## src/rtl/reg_op_sequencer.sv

```systemverilog
// reg_op_sequencer: multi-step one-hot control sequencer for a datapath register; define REG_SEQ_ROTATE_EN to enable ops 6/7 as rotates
module reg_op_sequencer #(
  parameter int DATA_WIDTH = 16,
  parameter int CNT_WIDTH  = 4
) (
  input  logic                  clk,
  input  logic                  rst,
  input  logic                  cmd_valid,
  output logic                  cmd_ready,
  input  logic [2:0]            cmd_op,
  input  logic [CNT_WIDTH-1:0]  cmd_cnt,
  input  logic [DATA_WIDTH-1:0] cmd_data,
  input  logic                  cmd_fill,
  input  logic                  abort,
  input  logic [DATA_WIDTH-1:0] reg_out,
  output logic                  reg_cl,
  output logic                  reg_ld,
  output logic                  reg_inc,
  output logic                  reg_dec,
  output logic                  reg_sr,
  output logic                  reg_sl,
  output logic                  reg_ir,
  output logic                  reg_il,
  output logic [DATA_WIDTH-1:0] reg_in,
  output logic                  busy,
  output logic                  done,
  output logic                  err
);
  typedef enum logic [1:0] {IDLE, RUN, DONE} state_t;
  state_t               state;
  logic [2:0]           op;
  logic [CNT_WIDTH-1:0] cnt, steps;
  logic                 fill, err_q, fire, unsup;
  assign fire      = state == RUN && !abort;
  assign cmd_ready = state == IDLE;
  assign busy      = state != IDLE;
  assign done      = state == DONE;
  assign err       = done && err_q;
  assign reg_cl    = fire && op == 3'd0;
  assign reg_ld    = fire && op == 3'd1;
  assign reg_inc   = fire && op == 3'd2;
  assign reg_dec   = fire && op == 3'd3;
  assign steps     = unsup ? '0 : (cmd_op[2:1] == 2'b00 ? CNT_WIDTH'(1) : cmd_cnt);
`ifdef REG_SEQ_ROTATE_EN
  assign unsup  = 1'b0;
  assign reg_sr = fire && (op == 3'd4 || op == 3'd6);
  assign reg_sl = fire && (op == 3'd5 || op == 3'd7);
  assign reg_ir = reg_sr && (op[1] ? reg_out[0] : fill);
  assign reg_il = reg_sl && (op[1] ? reg_out[DATA_WIDTH-1] : fill);
`else
  logic unused_reg_out;
  assign unused_reg_out = ^reg_out;
  assign unsup  = cmd_op[2] && cmd_op[1];
  assign reg_sr = fire && op == 3'd4;
  assign reg_sl = fire && op == 3'd5;
  assign reg_ir = reg_sr && fill;
  assign reg_il = reg_sl && fill;
`endif
  always_ff @(posedge clk)
    if (rst) begin
      state  <= IDLE;
      op     <= '0;
      cnt    <= '0;
      fill   <= 1'b0;
      err_q  <= 1'b0;
      reg_in <= '0;
    end else
      case (state)
        IDLE:
          if (cmd_valid) begin
            op     <= cmd_op;
            cnt    <= steps;
            fill   <= cmd_fill;
            reg_in <= cmd_data;
            err_q  <= unsup;
            state  <= steps == '0 ? DONE : RUN;
          end
        RUN: begin
          cnt   <= cnt - 1'b1;
          err_q <= abort;
          if (abort || cnt == CNT_WIDTH'(1)) state <= DONE;
        end
        default: state <= IDLE;
      endcase
endmodule

```

## config.mk

```make
export PLATFORM = sky130hd
export DESIGN_NAME = reg_op_sequencer
export DESIGN_NICKNAME = d
export VERILOG_FILES = /design/src/rtl/reg_op_sequencer.sv
export SDC_FILE = /design/constraint.sdc
export NUM_CORES = 1
export LEC_CHECK = 0
export CAP_MARGIN = 10
export CORE_UTILIZATION = 35
export CTS_CLUSTER_DIAMETER = 200
export DETAILED_ROUTE_END_ITERATION = 10
export DONT_BUFFER_PORTS = 1
export GPL_TIMING_DRIVEN = 1
export HOLD_SLACK_MARGIN = 0.06
export PLACE_DENSITY = 0.49
export RECOVER_POWER = 100
export SLEW_MARGIN = 5
export SYNTH_ARGS = -nofsm -noshare
export SYNTH_HDL_FRONTEND = slang
export SYNTH_SLANG_ARGS = --single-unit
```

## constraint.sdc

```tcl
create_clock -name clk -period 3.54 [get_ports clk]
set_clock_uncertainty 0.1 [all_clocks]
set_input_delay 0.708 -clock clk [delete_from_list [all_inputs] [get_ports clk]]
set_output_delay 0.708 -clock clk [all_outputs]
set_load 0.02 [all_outputs]
```

==> results.yml <==
run_status:
  outcome: "finished clean"
synth:
  syn-cell-area_sq_um: 1210
  yosysUniqueCellTypes: 34
  syn_nets: 200
  async_flop_share_pct: 0
  synth_fa_ha_area_share_pct: 3.72
  synth-xor-area-share_pct: 0.724
  muxShareOfSynthArea_pct: 0.827
  synth_top_family_by_area: "simple AND/OR/NAND/NOR gates"
  yosysTopAreaCell: "dfxtp_1"
  synthCells: 154
  yosysWarnings: 0
  synth_compound_area_share_pct: 16.8
  synthTopCellsByArea: "dfxtp_1 (45%), nand2_1 (13%), a21oi_1 (9.5%)"
  syn_area_per_cell_sq_um: 7.86
  ys_ff_latch: 27
  synth-simple-area-share_pct: 27.3
  ys_seq_area_share_pct: 44.7
  yosys.area.top_type_share_pct: 44.7
  synth_edf_count: 0
  synth_top_flop_cell: "dfxtp_1"
place:
  gp_congestion: 0.894
  io_buffer_count: 0
  dp_hpwl_mm: 1.91
  dp_worst_setup_slack_ps: 958
clocking:
  cts_tree: "built"
  post_cts_buffers: 0
  clockBufferDepth: 2
  clk_pin_slew_ps: 140
  numCtsBuffers: 3
  clk_latency_ps: 320
  root_buffer: "clkbuf_4"
  cts_num_sinks: 27
  holdBufCountCts: 0
  htree_levels: 1
  cts.repair.resized: 0
detailed_routing:
  ant_nets: 0
  vias_per_cell: 5.08
  wire_per_inst_um: 13.4
  dr.first_iter.drc_count: 31
  drc: 0
  vias: 985
  first_pass_iters: 4
  totalWireLength_mm: 2.59
timing:
  hold_violations: 0
  setup_violations: 0
  slew_headroom_pct: 28.3
  worst_pin_slew_ps: 1070
  slew_violations: 0
  final.setup.tns_ps: 0
  max_freq_mhz: 323
  fin_crit_ps: 3100
  finalCritPeriodShare_pct: 87.5
  postLayoutSetupSlackWorst_ps: 443
  rsz0062_at_grt: "false"
floorplan:
  io_pins: 72
  initial_utilization_pct: 38.4
  die_w_um: 60.8
  rows: 20
  fp.dieH_um: 60.8
  die-area_sq_um: 3700
  core_area_sq_um: 3150
grt:
  grt_max_degree: 28
  grt_pass1_vias: 903
  grtUsageTotal_pct: 14.9
  overflow: 0
  grt_pass1_wl_mm: 4.02
  antenna_found_initial: 0
min_path:
  hp-class: "in -> reg"
power:
  p_total_uw: 611
  p_leak_nw: 0.472
  peakVddDrop_uv: 255
  power.density_nw_per_um2: 489
worst_setup_path:
  r2r_setup_slack_ps: 1050
  endpoint_kind: "output port"
  crit_arrival_ps: 2290
  cp_max_fo: 9
  path_class: "reg -> out"
  critPathRequiredTime_ps: 2730
  setup.worst_path.start_class: "flip-flop"
final_layout:
  drive_gt1_share_pct: 4.00
  antenna_cells: 0
  nets: 197
  area_growth_pct: 3.21
job:
  maxCapViolCount: 0
worst paths after layout:
kind,startpoint,endpoint,depth (start not counted)
setup reg to reg,state[0]$_SDFFE_PP0P_,cnt[1]$_SDFFE_PP0P_,5
hold reg to reg,op[2]$_SDFFE_PP0P_,op[2]$_SDFFE_PP0P_,2
setup / recovery,state[0]$_SDFFE_PP0P_,reg_ir,4
hold / removal,rst,reg_in[7]$_SDFFE_PP0P_,1
stage by stage:
step                      instances  hold slack (ps)  util [%]  instance area [sq um]
after global routing            194              296      39.6                   1250
after CTS                       194              309      39.8                   1250
after detailed placement        190              357      38.9                   1230
after global placement          190              343      38.9                   1230
after floorplan                 154              329         -                   1210
final                           194              333      39.6                   1250
cells in the final DEF, fill, tap and decap left out, drive strengths merged, types with 2 or more instances in the layout:
cell type  count
nand2         43
dfxtp         27
a21oi         23
inv            9
nor2           6
nor3b          5
and2           4
nor3           3
and3           3
clkbuf         3
maj3           2
o211ai         2
ha             2
layout make-up:
type / count / area [sq um]
Fill cell: 352 / 1900
Multi-Input combinational cell: 110 / 592
Sequential cell: 27 / 541
Tap cell: 44 / 55.1
Inverter: 9 / 33.8
Clock buffer: 3 / 22.5
Clock inverter: 1 / 5.00
report_power, final:
| part | total, mW | internal (mW) | switching [mW] |
|---|---|---|---|
| Combinational | 0.111 | 0.0410 | 0.0696 |
| Sequential | 0.372 | 0.332 | 0.0401 |
| Clock | 0.128 | 0.0423 | 0.0855 |
| Total | 0.611 | 0.415 | 0.195 |
logic make-up (layout without fill, tap and decap cells):
logic type | count (synthesis) | after routing
simple gates | 70 | 70
compound gates | 34 | 34
flops | 27 | 27
buf+inv | 17 | 13
fa+ha+maj | 4 | 4
xor+xnor | 1 | 1
mux | 1 | 1
flip-flops by register name (all words and copies together), names as in the netlist:
signal	count
reg_in	16
cnt	4
op	3
state	2
err_q	1
fill	1
critical path: stages, from the launching register on:
cell	delay (ps)
dfxtp_1	460
nand2b_1	240
or4b_4	540
nor2_1	360
and2_0	370
per-layer routing:
metal | track usage (%) | part of all wire (%) | vias up | routed length, um
li1 | - | - | 505 | -
met4 | 3.90 | 0.73 | 0 | 19
met3 | 5.12 | 8.9 | 2 | 231
met2 | 27.2 | 51 | 37 | 1320
met5 | 0 | 0 | - | 0
met1 | 16.3 | 39 | 441 | 1020
cells in the mapped netlist, types with 2 or more instances:
cell type,instances
a21oi_1,23
and2_1,4
and3_1,3
buf_4,2
clkbuf_1,4
dfxtp_1,27
ha_1,2
inv_1,9
maj3_1,2
nand2_1,43
nor2_1,4
nor2_2,2
nor3_1,3
nor3b_1,5
o211ai_1,2
Power figures use the tool's default switching activity.
